===== config.mk =====
export PLATFORM = sky130hd
export DESIGN_NAME = irq_dispatch_seq
export DESIGN_NICKNAME = d
export VERILOG_FILES = /design/src/rtl/irq_dispatch_seq.sv
export SDC_FILE = /design/constraint.sdc
export NUM_CORES = 1
export LEC_CHECK = 0
export ABC_AREA = 1
export ABC_CLOCK_PERIOD_IN_PS = 1800
export CELL_PAD_IN_SITES_DETAIL_PLACEMENT = 1
export CELL_PAD_IN_SITES_GLOBAL_PLACEMENT = 2
export CORE_MARGIN = 1
export CORE_UTILIZATION = 27
export DETAILED_ROUTE_END_ITERATION = 16
export PLACE_DENSITY = 0.76
export SYNTH_ARGS = -nofsm -noshare
export SYNTH_HDL_FRONTEND = slang
export SYNTH_SLANG_ARGS = --single-unit

===== constraint.sdc =====
create_clock -name clk -period 1.8 [get_ports clk]
set_clock_uncertainty 0.1 [all_clocks]
set_input_delay 0.18 -clock clk [delete_from_list [all_inputs] [get_ports clk]]
set_output_delay 0.18 -clock clk [all_outputs]
set_load 0.01 [all_outputs]

===== src/rtl/irq_dispatch_seq.sv =====
// Sequencer between an 8-source priority interrupt controller and one handler:
// dispatch the winning ID, await service completion (with timeout), then ack.
module irq_dispatch_seq #(
  parameter int ID_W  = 3,
  parameter int TMO_W = 16,
  parameter int CNT_W = 16
) (
  input  logic             clk,
  input  logic             rstn,
  input  logic             enable,
  input  logic             irq_out,
  input  logic [ID_W-1:0]  irq_id,
  output logic             ic_ack,
  output logic             vec_valid,
  output logic [ID_W-1:0]  vec_id,
  input  logic             vec_ready,
  input  logic             svc_done,
  input  logic [TMO_W-1:0] timeout_limit,
  output logic             busy,
  output logic             err_timeout,
  output logic             err_defer,
  output logic [ID_W-1:0]  err_id,
  input  logic             err_clr,
  output logic [CNT_W-1:0] svc_count
);

  localparam logic [2:0] S_IDLE     = 3'd0;
  localparam logic [2:0] S_DISPATCH = 3'd1;
  localparam logic [2:0] S_SERVICE  = 3'd2;
  localparam logic [2:0] S_ACK      = 3'd3;
  localparam logic [2:0] S_HOLDOFF  = 3'd4;

  logic [2:0]       state;
  logic [2:0]       state_next;
  logic [ID_W-1:0]  cur_id;
  logic [TMO_W-1:0] timer;

  logic done_hit;
  logic tmo_hit;
  logic enter_ack;
  logic ack_ok;

  assign done_hit  = (state == S_SERVICE) && svc_done;
  assign tmo_hit   = (state == S_SERVICE) && !svc_done && (timeout_limit != '0) &&
                     (timer == timeout_limit - TMO_W'(1));
  assign enter_ack = done_hit || tmo_hit;
  // The ack decision is taken on the edge that enters ACK so ic_ack can be a
  // register yet still be high during the ACK cycle itself.
  assign ack_ok    = irq_out && (irq_id == cur_id);

  always_comb begin
    state_next = state;
    case (state)
      S_IDLE:     if (enable && irq_out) state_next = S_DISPATCH;
      S_DISPATCH: if (vec_ready) state_next = S_SERVICE;
      S_SERVICE:  if (enter_ack) state_next = S_ACK;
      S_ACK:      state_next = S_HOLDOFF;
      S_HOLDOFF:  state_next = S_IDLE;
      default:    state_next = S_IDLE;
    endcase
  end

  always_ff @(posedge clk or negedge rstn) begin
    if (!rstn) begin
      state  <= S_IDLE;
      cur_id <= '0;
      timer  <= '0;
    end else begin
      state <= state_next;
      if (state == S_IDLE && enable && irq_out) cur_id <= irq_id;
      if (state == S_DISPATCH) timer <= '0;
      else if (state == S_SERVICE) timer <= timer + TMO_W'(1);
    end
  end

  always_ff @(posedge clk or negedge rstn) begin
    if (!rstn) begin
      ic_ack    <= 1'b0;
      svc_count <= '0;
    end else begin
      ic_ack <= enter_ack && ack_ok;
      if (enter_ack && ack_ok && (svc_count != {CNT_W{1'b1}}))
        svc_count <= svc_count + CNT_W'(1);
    end
  end

  // Clear first, then apply any new error so a simultaneous event wins.
  always_ff @(posedge clk or negedge rstn) begin
    if (!rstn) begin
      err_timeout <= 1'b0;
      err_defer   <= 1'b0;
      err_id      <= '0;
    end else begin
      if (err_clr) begin
        err_timeout <= 1'b0;
        err_defer   <= 1'b0;
        err_id      <= '0;
      end
      if (tmo_hit) begin
        err_timeout <= 1'b1;
        err_id      <= cur_id;
      end
      if (enter_ack && !ack_ok) begin
        err_defer <= 1'b1;
        err_id    <= cur_id;
      end
    end
  end

  assign vec_valid = (state == S_DISPATCH);
  assign vec_id    = cur_id;
  assign busy      = (state != S_IDLE);

endmodule


* After elaboration in Yosys (flattened, before gate mapping)
Cells that the tools add are included.
Cells by class: multiply operators 0, muxes and demuxes 12, shift-type cells 0, add/subtract/negate cells 3, divide/modulo/power cells 0, bitwise logic cells 0, reduce and logical (&&, ||, !) cells 22, equality and inequality tests 9, order comparisons 0
Operators by type and width (number):
- 16-bit by 1-bit adder with 16-bit output, second input constant | 2
- 16-bit two-way mux | 2
- 3-bit two-way mux | 6
- 16-bit == test | 1
- 16-bit != test, second input constant | 1
- 16-bit nonzero test | 1
- 16-bit by 1-bit subtractor with 16-bit output, second input constant | 1
- 3-bit case mux with 4 select lines | 1
- 1-bit logical AND | 11
- 3-bit by 2-bit == test with 1-bit output, second input constant | 2
- 2-bit nonzero test | 3
- 3-bit nonzero test | 2
- 2-bit != test, second input constant | 2
- 3-bit by 1-bit == test with 1-bit output, second input constant | 1
- 3-bit == test | 1
- 3-bit zero test | 1
- 1-bit two-way mux | 3
- 3-bit AND reduction | 1
- 1-bit zero test | 2
- 2-bit by 1-bit != test with 1-bit output, second input constant | 1
- 1-bit logical OR | 1
Word-level totals: bits in writable memories 0, memories 0, output and inout bits 27, input bits 26, logic and storage cells 54, ROM bits 0, bits in latches 0, flip-flop bits (word level) 44

* Logic depth before layout (Yosys ltp)
depth after elaboration 7, mapped depth 15

* Worst setup path before layout
Ideal clock, no wire load.
kind register -> register, start reg state[2], end reg svc_count[7], buffers on the path 1, data required time 1.583 ns, slack -0.175 ns, library setup time 0.117 ns, clock period less this slack 1.975 ns, data arrival time 1.758 ns, cell stages (with the launch flop) 14, cell sequence dfrtp_1 nor2_4 nand2_4 nor2_1 nand3_1 nor2_1 nand2_1 nor2_1 nand2_1 o21bai_4 nand3_2 buf_6 nand2_1 nand2_1
On the way: longest elaborated chain between the ends 7, elaborated cells between the ends (all ways) 8, those cells by class 1 x eq/ne; 7 x reduce/logical
RTL lines:
- start, declared | RTL line 33 | logic [2:0] state;
- start signal, assigned | RTL line 69 | state <= state_next;
- 3-bit by 2-bit == test with 1-bit output * | RTL line 43, 44
- 1-bit logical AND (3 in series) | RTL line 44 | assign tmo_hit = (state == S_SERVICE) && !svc_done && (timeout_limit != '0) &&
- 1-bit logical OR * | RTL line 46 | assign enter_ack = done_hit || tmo_hit;
- 1-bit logical AND * (2 in series) | RTL line 82 | if (enter_ack && ack_ok && (svc_count != {CNT_W{1'b1}}))
- end signal, assigned | RTL line 83 | svc_count <= svc_count + CNT_W'(1);
- end, declared | RTL line 24 | output logic [CNT_W-1:0] svc_count
Mark *: on every way between the ends. The rest lies on a longest branch, timed or not. A chain may end at the register's enable or synchronous reset.

* Worst setup path after layout
start in timeout_limit[14], end reg svc_count[1]
On the way: longest elaborated chain between the ends 6, elaborated cells between the ends (all ways) 8, those cells by class 1 x add/sub; 1 x eq/ne; 6 x reduce/logical
RTL lines:
- start, declared | RTL line 18 | input logic [TMO_W-1:0] timeout_limit,
- 16-bit by 1-bit subtractor with 16-bit output or 16-bit nonzero test (tied branches) | RTL line 45, 44
- 16-bit == test or 1-bit logical AND (tied branches) | RTL line 45, 44
- 1-bit logical AND * | RTL line 44
- 1-bit logical OR * | RTL line 46
- 1-bit logical AND * (2 in series) | RTL line 82
Marked as above.

==> metrics.yaml <==
synth:
  yosysWarnings: 0
  syn_area_um2: 3100
  synth.top_cells.by_count: "nand2_1 (124), inv_1 (61), nor2_1 (48)"
  synth_top_cell_by_area: "dfrtp_1"
  synth_edf_count: 0
  syn_inst: 443
  yosysTopAreaCellShare_pct: 35.5
  synth_nets: 472
  synth_area_leaders: "dfrtp_1 (35%), nand2_1 (15%), inv_1 (7.4%), nor2_1 (5.8%), nand4_1 (5.0%)"
  async_reset_ff_share_pct: 100
  synth_ff_type: "dfrtp_1"
  syn_area_per_cell_um2: 7.00
  yosysUniqueCellTypes: 37
  synth-seq-cells: 44
  synth_most_common_cell: "nand2_1"
  ys_seq_area_share_pct: 35.5
critical_path:
  cp-start-kind: "input port"
  rr_worst_depth: 10
  cp-end-kind: "register"
  crit_fanout: 8
  critPathRequiredTime_ns: 1.87
  r2r_slack_ns: -0.19
  critPathKind: "in -> reg"
  timing.rr.start: "timer[8]"
  critPathLaunch: "timeout_limit[14]"
  cp_data_arrival_time_ns: 2.08
  rr_endpoint: "svc_count[1]"
global_route:
  grt_overflow: 0
  grt_pass1_wl_um: 17200
  antenna_found_initial: 0
  grt_pass1_vias: 3617
  grt_max_degree: 24
  grt_use_total_pct: 18.2
clock_tree:
  cts_root_buffer: "clkbuf_16"
  clockBufferDepth: 2
  cts_tree: "built"
  clk_pin_slew_ns: 0.06
  h-tree-depth: 2
  clk_latency_ns: 0.29
  numClockSinks: 44
  cts_made_buffers: 5
placed_design:
  dp_hpwl_um: 7740
  place_inst: 693
  port-buffer-count: 52
  place_congestion: 0.841
timing:
  final.period_utilization_pct: 112
  setup_slack_ns: -0.214
  tightest_slew_ns: 0.594
  min_period_ns: 2.01
  rsz0062_at_grt: "yes"
  finalHoldViolations: 0
  maxSlewHeadroom_pct: 60.2
  fmax_ghz: 0.496
  final_max_slew_viol_count: 0
  fin_tns_setup_ns: -3.25
  setup_violations: 24
status:
  status: "complete, but fails checks"
  violations: "negative setup slack"
floorplan:
  core_area_um2: 11000
  start_util_pct: 28.1
  fp.dieH_um: 109
  die_x_um: 109
  rows: 38
  die_area_um2: 11900
  ioPinCount: 53
route:
  dr.pass1.iters: 5
  drt-initial-drc-count: 88
  totalWireLength_um: 9890
  routed_via_density: 4.69
  drcViolationCount: 0
  vias: 3352
  ant_nets: 0
  wl_per_cell_um: 13.8
pwr:
  p_leak_uw: 0.00236
  p_sw_share_pct: 36.7
  power-per-cell-area_nw_per_um2: 797
  comb_power_share_pct: 42.7
  power_uw: 3770
  pwr-share-clk_pct: 23.9
  ir_drop_mv: 0.378
  netSwitchingPower_uw: 1380
  p_seq_share_pct: 33.4
  p_int_uw: 2380
flow_run:
  drv_cap: 0
cells_and_area:
  fill_cells: 1385
  num_antenna_cells: 0
  drive_gt1_share_pct: 27.7
  finalNetCount: 603
  multiInputGateArea_um2: 1950
  stdcell_count: 715
  regArea_um2: 1100
  area_growth_pct: 52.3
min_path:
  hold_path_class: "in -> async"
## timing repair
action	in CTS	in global routing
setup endpoints to repair	33	35
cloned	1	0
endpoints found under the hold margin	22	0
pin swaps	24	27
hold buffers	1	0
resized for setup	54	30
buffers inserted	5	7
## worst max path at each step
stage / endpoint / slack [ns] / cells after the start
floorplan: svc_count[7] / -0.10 / 13
global placement: err_id[1] / -0.71 / 15
detailed placement: svc_count[6] / -0.83 / 14
CTS: svc_count[2] / -0.26 / 12
global route: svc_count[7] / -0.33 / 12
finish: svc_count[1] / -0.21 / 11
## cell usage in the layout (no fill, tap or decap), types with 4 or more instances in the layout
cell	n
clkdlybuf4s50_1	36
nand3_2	5
nor2_1	33
dlygate4sd2_1	13
nor2_2	17
nand4_1	25
xnor2_1	9
inv_2	4
nand2_2	19
buf_4	71
buf_6	5
o21ai_1	6
clkbuf_16	5
dfrtp_1	43
nand2_1	106
nor2_4	8
nand3_1	25
xor2_1	14
inv_1	58
o21ai_0	18
## cell type report
cell class	count	share of cell area (%)
Clock buffer	6	2.73
Clock inverter	2	0.265
Inverter	64	5.19
Multi-Input combinational cell	329	41.2
Sequential cell	44	23.3
Tap cell	140	3.71
Timing Repair Buffer	130	23.6
## metal layers
layer	global-route usage, %	vias up	wire [um]
li1	-	1684	-
met1	22.0	1618	4330
met2	34.5	44	5240
met3	1.91	6	246
met4	4.00	0	83
met5	0	-	0
## kinds of logic after synthesis
group,share of synthesized area (%)
AND/OR/NAND/NOR,37.8
buffers and inverters,8.91
flip-flops,35.5
AO/OA/AOI/OAI,7.90
XOR/XNOR,7.34
multiplexers,1.37
adder cells (fa/ha/maj),1.21
## power groups by stage
stage	logic, uW	registers, uW	clock network, uW
floorplan	639	1300	0
global placement	1430	1270	0
detailed placement	1470	1280	0
CTS	1570	1260	938
global route	1780	1280	974
finish	1610	1260	900
## per-stage QoR
| step | cell area, um2 | util, % | setup slack [ns] | hold WS, ns |
|---|---|---|---|---|
| floorplan | 3140 | - | -0.101 | -0.216 |
| global placement | 4280 | 38.8 | -0.712 | 0.115 |
| detailed placement | 4280 | 38.8 | -0.829 | 0.118 |
| CTS | 4600 | 41.7 | -0.258 | 0.345 |
| global route | 4730 | 42.9 | -0.334 | 0.378 |
| finish | 4730 | 42.9 | -0.214 | 0.329 |
## registers in the layout, summed over array words and instances (netlist names)
name / cells
timer: 16
ic_ack: 1
err_timeout: 1
err_defer: 1
state: 3
vec_id: 3
svc_count: 16
err_id: 3
## critical path, stage by stage
cell and delay [ns]:
clkdlybuf4s50_1 0.55, xor2_2 0.21, inv_1 0.07, nand3_1 0.10, nand2_1 0.07, nor2_2 0.12, nand3_2 0.11, o21bai_4 0.27
nand3_4 0.21, nand2_1 0.12, nand2_1 0.06
No activity file was read; power rests on OpenSTA's default activity.
